**config.mk**
```make
export PLATFORM = sky130hd
export DESIGN_NAME = i2c_frame_sender
export DESIGN_NICKNAME = d
export VERILOG_FILES = /design/src/rtl/i2c_frame_pkg.sv /design/src/rtl/i2c_frame_sender.sv
export SDC_FILE = /design/constraint.sdc
export NUM_CORES = 1
export LEC_CHECK = 0
export ABC_AREA = 0
export ABC_CLOCK_PERIOD_IN_PS = 2100
export BUFFER_PORTS_ARGS = -buffer_cell sky130_fd_sc_hd__buf_2
export CAP_MARGIN = 10
export CORE_ASPECT_RATIO = 1.25
export CORE_MARGIN = 2
export CORE_UTILIZATION = 45
export DETAILED_ROUTE_END_ITERATION = 6
export MAX_ROUTING_LAYER = met4
export PLACE_DENSITY = 0.67
export SETUP_SLACK_MARGIN = 0.2
export SYNTH_ARGS = -nofsm -noshare
export SYNTH_HDL_FRONTEND = slang
export SYNTH_SLANG_ARGS = --single-unit
```
**constraint.sdc**
```tcl
create_clock -name clk -period 2.1 [get_ports clk]
set_input_delay 0.21 -clock clk [delete_from_list [all_inputs] [get_ports clk]]
set_output_delay 0.21 -clock clk [all_outputs]
set_load 0.01 [all_outputs]
```
**src/rtl/i2c_frame_pkg.sv**
```systemverilog
`default_nettype none
// ============================================================================
// Module      : i2c_frame_pkg
// Description : Shared definitions for the I2C frame sequencer.
//               Holds the FSM state encoding, the default slave address,
//               and a helper that returns the counter width for a given
//               terminal value.
// Revision    : 1.0 - initial release
// ============================================================================
package i2c_frame_pkg;

    // Frame sequencer states; explicit 3-bit encoding.
    typedef enum logic [2:0] {
        S_IDLE      = 3'd0,
        S_START_CMD = 3'd1,
        S_SEND_BYTE = 3'd2,
        S_WAIT      = 3'd3,
        S_STOP_CMD  = 3'd4,
        S_STOP_WAIT = 3'd5,
        S_DONE      = 3'd6
    } state_t;

    // Address byte sent with START on the player board link.
    localparam logic [7:0] DEFAULT_SLAVE_ADDR = 8'hAA;

    // Width of a counter that must hold values 0..max_val inclusive.
    // Never returns less than 1 so a zero terminal value still yields a
    // legal vector.
    function automatic int unsigned cnt_width(input int unsigned max_val);
        int unsigned w;
        w = $clog2(max_val + 1);
        return (w < 1) ? 1 : w;
    endfunction

endpackage : i2c_frame_pkg
`default_nettype wire

```
**src/rtl/i2c_frame_sender.sv**
```systemverilog
`default_nettype none
// ============================================================================
// Module      : i2c_frame_sender
// Description : Sequences one I2C write frame through a byte-level master:
//               START+address, NUM_BYTES payload bytes, STOP. Detects NACK
//               and re-attempts the whole frame up to MAX_RETRY times using
//               the payload captured at trigger time. An abort always ends
//               with a STOP so the bus is released.
//
// Ports       : clk          - clock
//               reset        - asynchronous, active-high
//               send_trigger - one-cycle frame request (ignored while busy)
//               payload      - frame data, byte k at [8k+7:8k], byte 0 first
//               abort        - level, terminates the current frame
//               ready        - master idle / accepting a command
//               ack_err      - master NACK flag, valid as ready rises
//               start        - START command (tx_data = SLAVE_ADDR)
//               stop         - STOP command
//               i2c_en       - command valid
//               tx_data      - byte for the current command
//               busy         - frame in progress
//               done         - one-cycle pulse, frame completed with ACKs
//               error        - one-cycle pulse, retries exhausted or aborted
// Revision    : 1.0 - initial release
// ============================================================================
module i2c_frame_sender
    import i2c_frame_pkg::*;
#(
    parameter int         NUM_BYTES  = 5,
    parameter logic [7:0] SLAVE_ADDR = DEFAULT_SLAVE_ADDR,
    parameter int         MAX_RETRY  = 2
) (
    input  logic                   clk,
    input  logic                   reset,
    input  logic                   send_trigger,
    input  logic [NUM_BYTES*8-1:0] payload,
    input  logic                   abort,
    input  logic                   ready,
    input  logic                   ack_err,
    output logic                   start,
    output logic                   stop,
    output logic                   i2c_en,
    output logic [7:0]             tx_data,
    output logic                   busy,
    output logic                   done,
    output logic                   error
);

    localparam int IDX_W   = cnt_width(NUM_BYTES);
    localparam int RETRY_W = cnt_width(MAX_RETRY);

    // Terminal values cast to counter width so compares stay width-matched.
    localparam logic [IDX_W-1:0]   LAST_IDX    = IDX_W'(NUM_BYTES);
    localparam logic [RETRY_W-1:0] RETRY_LIMIT = RETRY_W'(MAX_RETRY);

    state_t                   state_q,      state_d;
    logic [IDX_W-1:0]         byte_idx_q,   byte_idx_d;
    logic [RETRY_W-1:0]       retry_cnt_q,  retry_cnt_d;
    logic [NUM_BYTES*8-1:0]   payload_q,    payload_d;
    logic                     nack_flag_q,  nack_flag_d;
    logic                     abort_flag_q, abort_flag_d;
    logic                     error_q,      error_d;

    logic [IDX_W+2:0]         byte_base;
    logic [7:0]               cur_byte;

    // Bit offset of the current byte within the latched payload.
    assign byte_base = {byte_idx_q, 3'b000};
    assign cur_byte  = payload_q[byte_base +: 8];

    // ------------------------------------------------------------------
    // State register
    // ------------------------------------------------------------------
    always_ff @(posedge clk or posedge reset) begin
        if (reset) begin
            state_q      <= S_IDLE;
            byte_idx_q   <= '0;
            retry_cnt_q  <= '0;
            payload_q    <= '0;
            nack_flag_q  <= 1'b0;
            abort_flag_q <= 1'b0;
            error_q      <= 1'b0;
        end else begin
            state_q      <= state_d;
            byte_idx_q   <= byte_idx_d;
            retry_cnt_q  <= retry_cnt_d;
            payload_q    <= payload_d;
            nack_flag_q  <= nack_flag_d;
            abort_flag_q <= abort_flag_d;
            error_q      <= error_d;
        end
    end

    // ------------------------------------------------------------------
    // Next-state logic
    // ------------------------------------------------------------------
    always_comb begin
        state_d      = state_q;
        byte_idx_d   = byte_idx_q;
        retry_cnt_d  = retry_cnt_q;
        payload_d    = payload_q;
        nack_flag_d  = nack_flag_q;
        abort_flag_d = abort_flag_q;
        error_d      = 1'b0;

        case (state_q)
            S_IDLE: begin
                if (send_trigger) begin
                    payload_d    = payload;
                    byte_idx_d   = '0;
                    retry_cnt_d  = '0;
                    nack_flag_d  = 1'b0;
                    abort_flag_d = 1'b0;
                    state_d      = S_START_CMD;
                end
            end

            S_START_CMD: begin
                // Once ready has dropped the master owns the bus, so an
                // abort from here on must be finished with a STOP.
                if (!ready) begin
                    state_d = S_WAIT;
                    if (abort) begin
                        abort_flag_d = 1'b1;
                    end
                end else if (abort) begin
                    error_d = 1'b1;
                    state_d = S_IDLE;
                end
            end

            S_WAIT: begin
                if (abort) begin
                    abort_flag_d = 1'b1;
                end
                if (ready) begin
                    if (ack_err) begin
                        nack_flag_d = 1'b1;
                        state_d     = S_STOP_CMD;
                    end else if (abort_flag_q || abort) begin
                        state_d = S_STOP_CMD;
                    end else if (byte_idx_q < LAST_IDX) begin
                        state_d = S_SEND_BYTE;
                    end else begin
                        state_d = S_STOP_CMD;
                    end
                end
            end

            S_SEND_BYTE: begin
                if (!ready) begin
                    byte_idx_d = byte_idx_q + 1'b1;
                    state_d    = S_WAIT;
                    if (abort) begin
                        abort_flag_d = 1'b1;
                    end
                end else if (abort) begin
                    // Master is idle and has not taken the byte: skip it
                    // and go straight to releasing the bus.
                    abort_flag_d = 1'b1;
                    state_d      = S_STOP_CMD;
                end
            end

            S_STOP_CMD: begin
                if (!ready) begin
                    state_d = S_STOP_WAIT;
                end
            end

            S_STOP_WAIT: begin
                if (ready) begin
                    if (abort_flag_q) begin
                        error_d = 1'b1;
                        state_d = S_IDLE;
                    end else if (nack_flag_q && (retry_cnt_q < RETRY_LIMIT)) begin
                        // Re-send from the latched copy; the live payload
                        // input is not looked at again.
                        retry_cnt_d = retry_cnt_q + 1'b1;
                        nack_flag_d = 1'b0;
                        byte_idx_d  = '0;
                        state_d     = S_START_CMD;
                    end else if (nack_flag_q) begin
                        error_d = 1'b1;
                        state_d = S_IDLE;
                    end else begin
                        state_d = S_DONE;
                    end
                end
            end

            S_DONE: begin
                state_d = S_IDLE;
            end

            default: begin
                state_d = S_IDLE;
            end
        endcase
    end

    // ------------------------------------------------------------------
    // Output decode (Moore: depends on registered state only)
    // ------------------------------------------------------------------
    always_comb begin
        start   = 1'b0;
        stop    = 1'b0;
        i2c_en  = 1'b0;
        tx_data = 8'h00;
        busy    = (state_q != S_IDLE);
        done    = (state_q == S_DONE);
        error   = error_q;

        case (state_q)
            S_START_CMD: begin
                start   = 1'b1;
                i2c_en  = 1'b1;
                tx_data = SLAVE_ADDR;
            end
            S_SEND_BYTE: begin
                i2c_en  = 1'b1;
                tx_data = cur_byte;
            end
            S_STOP_CMD: begin
                stop    = 1'b1;
                i2c_en  = 1'b1;
            end
            default: begin
                start   = 1'b0;
            end
        endcase
    end

endmodule : i2c_frame_sender
`default_nettype wire

```
# After elaboration in Yosys (flattened, before gate mapping)

Index checks and enable logic that the tools add are counted.

Word-level logic and storage cells: 92
Output and inout bits: 14
Bits in registers: 51
Bits of input ports: 46

Magnitude comparators: 2
Shifts and indexed selects: 1
Reduce and logical (&&, ||, !) cells: 16
Add/sub/neg operators: 2
Equality and inequality tests: 17
Muxes and demuxes: 47

Operators by type and width:

| kind                                                 | number |
|---|---|
| 2-to-1 mux 3 bit                                     | 19 |
| indexed part select 40 x 7 -> 8 bit                  | 1 |
| != test 2 bit (second input constant)                | 9 |
| case mux 3 bit (6 select lines)                      | 1 |
| 2-to-1 mux 1 bit                                     | 17 |
| case mux 8 bit (2 select lines)                      | 1 |
| AND reduction 6 bit                                  | 2 |
| nonzero test 3 bit                                   | 4 |
| equality test 3 bit (second input constant)          | 3 |
| case mux 3 bit (3 select lines)                      | 1 |
| 2-to-1 mux 2 bit                                     | 4 |
| AND reduction 7 bit                                  | 1 |
| equality test 3 x 2 -> 1 bit (second input constant) | 2 |
| != test 3 bit (second input constant)                | 2 |
| case mux 1 bit (3 select lines)                      | 2 |
| AND reduction 5 bit                                  | 1 |
| case mux 2 bit (2 select lines)                      | 1 |
| adder 3 x 1 -> 3 bit (second input constant)         | 1 |
| equality test 3 x 1 -> 1 bit (second input constant) | 1 |
| zero test 3 bit                                      | 1 |
| less-than comparator 3 bit (second input constant)   | 1 |
| AND reduction 3 bit                                  | 1 |
| OR reduction 3 bit                                   | 1 |
| adder 2 x 1 -> 2 bit (second input constant)         | 1 |
| other kinds (7)                                      | 7 |

# Depth between registers and ports, before layout

Gate-level depths: netlist of run 1.

Word-level depth: 6
Depth in mapped cells: 7

# Worst setup path after synthesis of run 1

No wires, ideal clock.

Path type: reg-to-output
Start point: register byte_idx_q[1]
End point: output tx_data[5]
Path buffers: 1
Cell stages (with the launch flop): 5
Path slack: 0.486 ns
Arrival: 1.404 ns
Data required time: 1.890 ns
Cell sequence: dfrtp_1 > buf_6 > mux4_2 > a221oi_1 > nor2_1

Word-level cells in the longest chain between the ends: 2

Ends and longest elaborated chain:

| element                             | RTL line                | RTL |
|---|---|---|
| start: declaration                  | i2c_frame_sender.sv:57  | `logic [IDX_W-1:0] byte_idx_q, byte_idx_d;` |
| start signal: assignment            | i2c_frame_sender.sv:85  | `byte_idx_q <= byte_idx_d;` |
| indexed part select 40 x 7 -> 8 bit | i2c_frame_sender.sv:69  | `assign cur_byte = payload_q[byte_base +: 8];` |
| case mux 8 bit (2 select lines)     | i2c_frame_sender.sv:214 | `case (state_q)` |
| end: declaration                    | i2c_frame_sender.sv:43  | `output logic [7:0] tx_data,` |

Every way passes these cells.

# Worst setup path after layout of run 1

Start point: register byte_idx_q[1]
End point: output tx_data[3]

Same word-level chain as after synthesis.

==> results.md, run 1 <==
* Outcome: finished, final reports clean
* Port-buffer cells at 59
* CTS tree: yes
* Fillcell total at slightly above 500
* Via density at 5.21
* Final Skew at about 0.012 ns
* Cell Rows at 30
* DRT iter0 DRCs at approximately 120
* Synth Warn # at 0
* # diodes at 0
* Worst skew pair latency at 0.30 ns
* R2R Setup Slk at a little over 0.4 ns
* First-pass iteration count of the detailed router at 4
* LEAKAGE at roughly 1.6 nW
* Count of pins over their slew limit at 0
* Area contributors post-synth: dfrtp_1 (50%), nand2_1 (20%), mux4_2 (7.1%)
* Syn Area/Cell at 8.87 µm²
* H-tree Lvls at 2
* Die Wd at just over 70 µm
* CTS Hold Buffers Added at 0
* Deepest clock path buffer count at 2
* CP delay by family, top: multiplexers
* Die Ht at between 80 and 90 µm
* Yosys top cell by area: dfrtp_1
* First-pass GRT wire length at approximately 10000 µm
* Largest net degree at the start of global routing at 52
* # setup viols final at 0
* Io pins at 60
* Mapped cell area at between 2000 and 3000 µm²
* Total wire length at 5820 µm
* Distinct cells, synth at 38
* Register area at between 1000 and 1500 µm²
* Total grt overflow at 0
* Num CTS Buffers at 5
* Core area at between 5000 and 6000 µm²
* GPL Wtd Cong at approximately 0.9
* Worst min-delay path class: in -> async
* Final Hold Vio Count at 0
* Synth Instances at 286
* Final HPWL DP at between 4000 and 5000 µm
* Final Worst Setup Slack at approximately 0.11 ns
* Max Cap Violations at 0
* Worst Path Required at 1.89 ns
* Critical setup path kind: reg -> out
* Post-Syn Nets at about 330
* Fmax at between 500 and 600 MHz
* Unrepaired setup endpoints after global routing: yes
* Area Growth Syn to Fin at 22.0%
* Worst setup EP type: output pin
* Share of layout cells above drive strength 1 at 0.306
* DR vias at roughly 2200
* CP Max Fanout at 7
* Clock Sinks at between 50 and 60
* Post-synthesis sequential area ratio at 0.503
* GRT Util Overall at 0.214
* Multi-input combinational cell area at ~1200 µm²
* FF+latch count, synth at 51
* Slew HR at 0.583
* Delay of the slowest critical-path stage at roughly 0.55 ns
* Worst-path clk slew at about 0.09 ns
* Final worst-path cycle share at 0.949
* FF-to-FF Start: abort_flag_q
* Final nets at roughly 400
* Routed WL per cell at approximately 14 µm
* R2R cell count at 4
* Initial antenna violation count at 0
* Period minus WS final at 1.99 ns
* CP max-delay cell: mux4_2
* Clock Tree Root: clkbuf_8
* Pre-CTS setup slack at 0.268 ns
* Initial Utilization at 0.466
* Post-synth top area share at 0.503
* Vias in the first global route at approximately 2100
* Pwr dens at around 1300 nW/µm²
* Antenna violation net count after detailed routing at 0
* CP arrival at roughly 1.8 ns
* Die area at around 6300 µm²
* Reg-to-reg endpoint: retry_cnt_q[0]
* Crit start category: flop
* TNS Setup at 0 ns
* CP bufs+invs at 1
* Worst slew pin tran at around 0.63 ns
* CP Cell Sequence: mux4_2, a221oi_2, nor2_1, buf_2
* DRC at 0
* Peak VDD IR at 0.000513 V
[metrics by stage]
| stage | hold WS (ns) | power (W) | cells | util | instance area [µm²] |
|---|---|---|---|---|---|
| final | 0.0560 | 0.00403 | 414 | 0.569 | 3100 |
| after global routing | 0.0660 | 0.00438 | 414 | 0.569 | 3100 |
| after CTS | 0.0742 | 0.00402 | 412 | 0.562 | 3060 |
| after detailed placement | 0.402 | 0.00336 | 403 | 0.535 | 2910 |
| after global placement | 0.401 | 0.00333 | 403 | 0.535 | 2910 |
| after floorplan | 0.315 | 0.00283 | 286 | - | 2540 |
[per-layer routing]
metal / up-vias / share of wire / global-route usage
li1: 1075 / - / -
met1: 1001 / 0.43 / 0.275
met2: 67 / 0.50 / 0.337
met3: 12 / 0.046 / 0.0426
met4: 0 / 0.024 / 0.0823
met5: - / 0 / -
[flip-flops by register name (all words and copies together), names as in the netlist]
signal / count
retry_cnt_q: 2
nack_flag_q: 1
error: 1
byte_idx_q: 3
payload_q: 40
abort_flag_q: 1
state_q: 3
[worst min-delay path, cell delays in order]
cell	delay, ns
buf_2	0.10
inv_2	0.03
buf_4	0.49
[cells by family after synthesis]
logic type	after synthesis	share of synthesized area
AO/OA/AOI/OAI	34	0.0942
XOR/XNOR	1	0.00345
adder cells (fa/ha/maj)	1	0.00493
buffers and inverters	22	0.0449
flip-flops	51	0.503
multiplexers	11	0.0838
AND/OR/NAND/NOR	166	0.266
[cell usage after synthesis]
cell type	count
o31ai_1	1
nand2_1	134
xnor2_1	1
a21boi_2	1
a41oi_1	1
a31oi_1	2
o32a_1	1
a32o_1	1
and2_1	2
nand3_1	2
nand2b_1	4
nor2_1	12
mux2_1	2
and3_1	3
nor3_1	2
o211ai_1	3
a221oi_1	4
a21o_1	1
and3_4	1
inv_1	4
dfrtp_1	51
inv_2	1
buf_4	5
mux4_2	8
nor4_1	1
a22o_1	1
buf_2	4
a21oi_1	8
ha_1	1
buf_6	1
nor2b_1	4
clkbuf_1	7
a211oi_1	1
a311oi_1	2
nor3b_1	1
o21bai_1	2
mux2i_1	1
o21ai_0	5
[layout make-up]
class                   instances  share of cell area
clock buffers                   7              0.0279
clock inverters                 1             0.00283
inverters                       5             0.00606
multi-input cells             213               0.388
flip-flops and latches         51               0.413
well taps                      64              0.0259
repair buffers                 73               0.136
[power breakdown]
group / total (W) / switching [W] / internal (W)
sequential: 0.00175 / 0.000345 / 0.00140
combinational: 0.00170 / 0.000902 / 0.000800
clock: 0.000582 / 0.000311 / 0.000270
total: 0.00403 / 0.00156 / 0.00247
[repair_timing]
action                     CTS  global route
pin swaps                    4             3
setup endpoints to repair    9             9
setup buffers                1             2
resized for setup           10             8
[placed cells by master, fill, tap and decap left out, types with 2 or more instances in the layout]
cell      instances
a21oi_1           5
nand2_1         132
clkbuf_8          6
o211ai_1          3
a221oi_2          4
o21ai_0           4
nor2_1           12
dfrtp_1          49
nor2b_1           4
nand2b_1          4
buf_2            59
a311oi_1          2
mux4_2            8
inv_1             2
inv_2             3
buf_4            11
and3_1            3
nand2_2           2
and2_1            2
mux2_1            2
dfrtp_2           2
a31oi_1           2
a21oi_2           3
buf_6             2
[worst max path at each step]
stage / to / startpoint / depth (start not counted)
3_5_place_dp: tx_data[0] / byte_idx_q[1] / 5
2_1_floorplan: tx_data[5] / byte_idx_q[1] / 4
3_3_place_gp: tx_data[1] / byte_idx_q[1] / 4
6_report: tx_data[3] / byte_idx_q[1] / 4
5_1_grt: tx_data[1] / byte_idx_q[1] / 4
4_1_cts: tx_data[1] / byte_idx_q[1] / 4
No activity file was read; power rests on OpenSTA's default activity.
==> run 2, diff against run 1 <==
--- a/config.mk
+++ b/config.mk
@@ -11,10 +11,10 @@
 export CAP_MARGIN = 10
 export CORE_ASPECT_RATIO = 1.25
 export CORE_MARGIN = 2
-export CORE_UTILIZATION = 45
+export CORE_UTILIZATION = 53
 export DETAILED_ROUTE_END_ITERATION = 6
 export MAX_ROUTING_LAYER = met4
-export PLACE_DENSITY = 0.67
+export PLACE_DENSITY = 0.77
 export SETUP_SLACK_MARGIN = 0.2
 export SYNTH_ARGS = -nofsm -noshare
 export SYNTH_HDL_FRONTEND = slang
==> run 2 against run 1 <==
  * The run now ends with hold timing left
  * Sequential power hardly changed
  * Largest cell class unchanged
  * Worst setup slack better by 0.016 ns
  * Worst hold slack worse by 0.070 ns
  * Total power is 4.2% higher
  * First-iteration DRC count is 12% higher
  * Non-clock buffer count is 4 higher
  * Critical path depth stayed put
  * Maximum frequency is 0.81% higher
==> results.md, run 2 (synthesized netlist as in run 1, its figures left out) <==
* Clock Tree Root: clkbuf_8
* Worst Path Required at 1.89 ns (about the same)
* Deepest clock path buffer count at 2 (unchanged)
* R2R cell count at 5 (+1)
* Pwr dens at 1340 nW/µm² (+3.1%)
* Number of flip-flops in the largest register at 40 (unchanged)
* # setup viols final at 0 (unchanged)
* Area Growth Syn to Fin at 23.4%
* Unrepaired setup endpoints after global routing: yes
* Worst-path clk slew at 0.10 ns (about the same)
* First-pass GRT wire length at 9820 µm (-1.9%)
* H-tree Lvls at 2 (unchanged)
* Total wire length at 5950 µm (+2.1%)
* CP Cell Sequence: mux4_2, a221oi_2, nor2_1, buf_2
* GRT Util Overall at 0.248 (+0.0341)
* Worst setup endpoint: tx_data[1]
* Most common cell after layout, fill and taps aside: nand2_1
* Routed WL per cell at 14.4 µm (+2.1%)
* CP arrival at 1.77 ns (about the same)
* Period minus WS final at 1.98 ns (-0.0159 ns)
* Worst setup startpoint: byte_idx_q[1]
* Cell Rows at 28 (-6.7%)
* CP bufs+invs at 1 (unchanged)
* CP max-delay cell: mux4_2
* Worst setup EP type: output pin
* Fmax at 506 MHz (+0.81%)
* R2R Setup Slk at 0.44 ns (+0.03 ns)
* Hold WS at -0.0140 ns (-0.0699 ns)
* Delay of the slowest critical-path stage at 0.55 ns (about the same)
* Total grt overflow at 0 (unchanged)
* Die Wd at 65.9 µm (-7.4%)
* Multi-input combinational cell area at 1200 µm² (-0.31%)
* Worst min-delay path class: in -> async
* Num CTS Buffers at 5 (unchanged)
* FF-to-FF Start: state_q[2]
* Critical path depth at 4 (unchanged)
* Peak VDD IR at 0.000638 V (+24%)
* Final Hold Vio Count at 30 (+30)
* DR vias at 2222 (+3.1%)
* TNS Setup at 0 ns (unchanged)
* DRT iter0 DRCs at 138 (+12%)
* Top reg by flops: payload_q
* Worst skew pair latency at 0.31 ns (about the same)
* Final worst-path cycle share at 0.942 (-0.00759)
* Antenna violation net count after detailed routing at 0 (unchanged)
* CTS tree: yes
* Final HPWL DP at 4110 µm (-4.7%)
* Final nets at 400 (+1.0%)
* CP delay by family, top: multiplexers
* Largest regs: payload_q (40), byte_idx_q (3), state_q (3)
* Io pins at 60 (unchanged)
* Final Skew at 0.00724 ns (-0.00506 ns)
* Crit start category: flop
* Initial Utilization at 0.545 (+0.0784)
* LEAKAGE at 1.62 nW (+1.4%)
* Count of pins over their slew limit at 0 (unchanged)
* CP Max Fanout at 6 (-1)
* Slew HR at 0.552 (-0.0312)
* CTS Hold Buffers Added at 0 (unchanged)
* Share of layout cells above drive strength 1 at 0.314 (+0.00785)
* Initial antenna violation count at 0 (unchanged)
* Max Cap Violations at 0 (unchanged)
* Register area at 1280 µm² (about the same)
* Fillcell total at 400 (-22%)
* Vias in the first global route at 2126 (-0.56%)
* Via density at 5.37 (+3.1%)
* Critical setup path kind: reg -> out
* First-pass iteration count of the detailed router at 4 (unchanged)
* Clock Sinks at 51 (unchanged)
* Port-buffer cells at 59 (unchanged)
* # placed instances at 402 (-0.25%)
* DRC at 0 (unchanged)
* Largest net degree at the start of global routing at 41 (-21%)
* Outcome: finished with violations
* Worst slew pin tran at 0.671 ns (+0.0459 ns)
* Failing checks: hold timing
* Post-Layout Cell Count at 414 (unchanged)
* Die Ht at 81.4 µm (-7.5%)
* # diodes at 0 (unchanged)
* Commonest non-fill, non-tap cells in the layout: nand2_1 (133), buf_2 (59), dfrtp_1 (48)
* Core area at 4660 µm² (-14%)
* Die area at 5360 µm² (-14%)
* Reg-to-reg endpoint: payload_q[0]
* GPL Wtd Cong at 0.881 (+0.11%)
run 2: what timing repair did:
action	CTS	global route
gates resized for setup	9	6
gates cloned	0	0
endpoints found under the setup margin	8	10
buffers inserted	4	0
run 2: how the worst min path moves through the flow:
stage               depth (start not counted)        from             to
floorplan                                   2  payload[0]   payload_q[0]
global placement                            2       reset  payload_q[36]
detailed placement                          2       reset  payload_q[36]
CTS                                         2       reset  payload_q[28]
global route                                2       reset  payload_q[28]
finish                                      2       reset  payload_q[28]
run 2: metrics by stage:
step	setup WS [ns]	hold slack (ns)	cell area (µm²)	utilization	total power [W]
after floorplan	0.486	0.315	2540	-	0.00283
after global placement	0.241	0.345	2930	0.629	0.00333
after detailed placement	0.249	0.347	2930	0.629	0.00337
after CTS	0.113	0.0112	3110	0.667	0.00417
after global routing	0.0418	0.0515	3130	0.672	0.00451
final	0.123	-0.0140	3130	0.672	0.00420
run 2: cell type report:
type	instances	area share
Clock buffer	5	0.0220
Clock inverter	3	0.0148
Inverter	5	0.00600
Multi-Input combinational cell	213	0.383
Sequential cell	51	0.409
Tap cell	60	0.0240
Timing Repair Buffer	77	0.141
run 2: where the power goes:
part           switching [W]  leakage (nW)  total [W]  internal, W
clock               0.000341        0.0548   0.000700     0.000359
sequential          0.000319         0.639    0.00172      0.00140
combinational       0.000947         0.929    0.00178     0.000833
run 2: worst register-to-register path, stage by stage, from the launching register on:
cell     delay, ns
dfrtp_2       0.55
nor3_1        0.35
nand2_1       0.17
buf_4         0.29
nand2_1       0.14
nand2_1       0.06
run 2: layer usage:
layer / vias to the layer above / global-route usage / wire, µm
li1: 1082 / - / -
met5: - / - / 0
met1: 1053 / 0.313 / 2640
met3: 15 / 0.0443 / 263
met4: 0 / 0.0896 / 160
met2: 72 / 0.404 / 2890
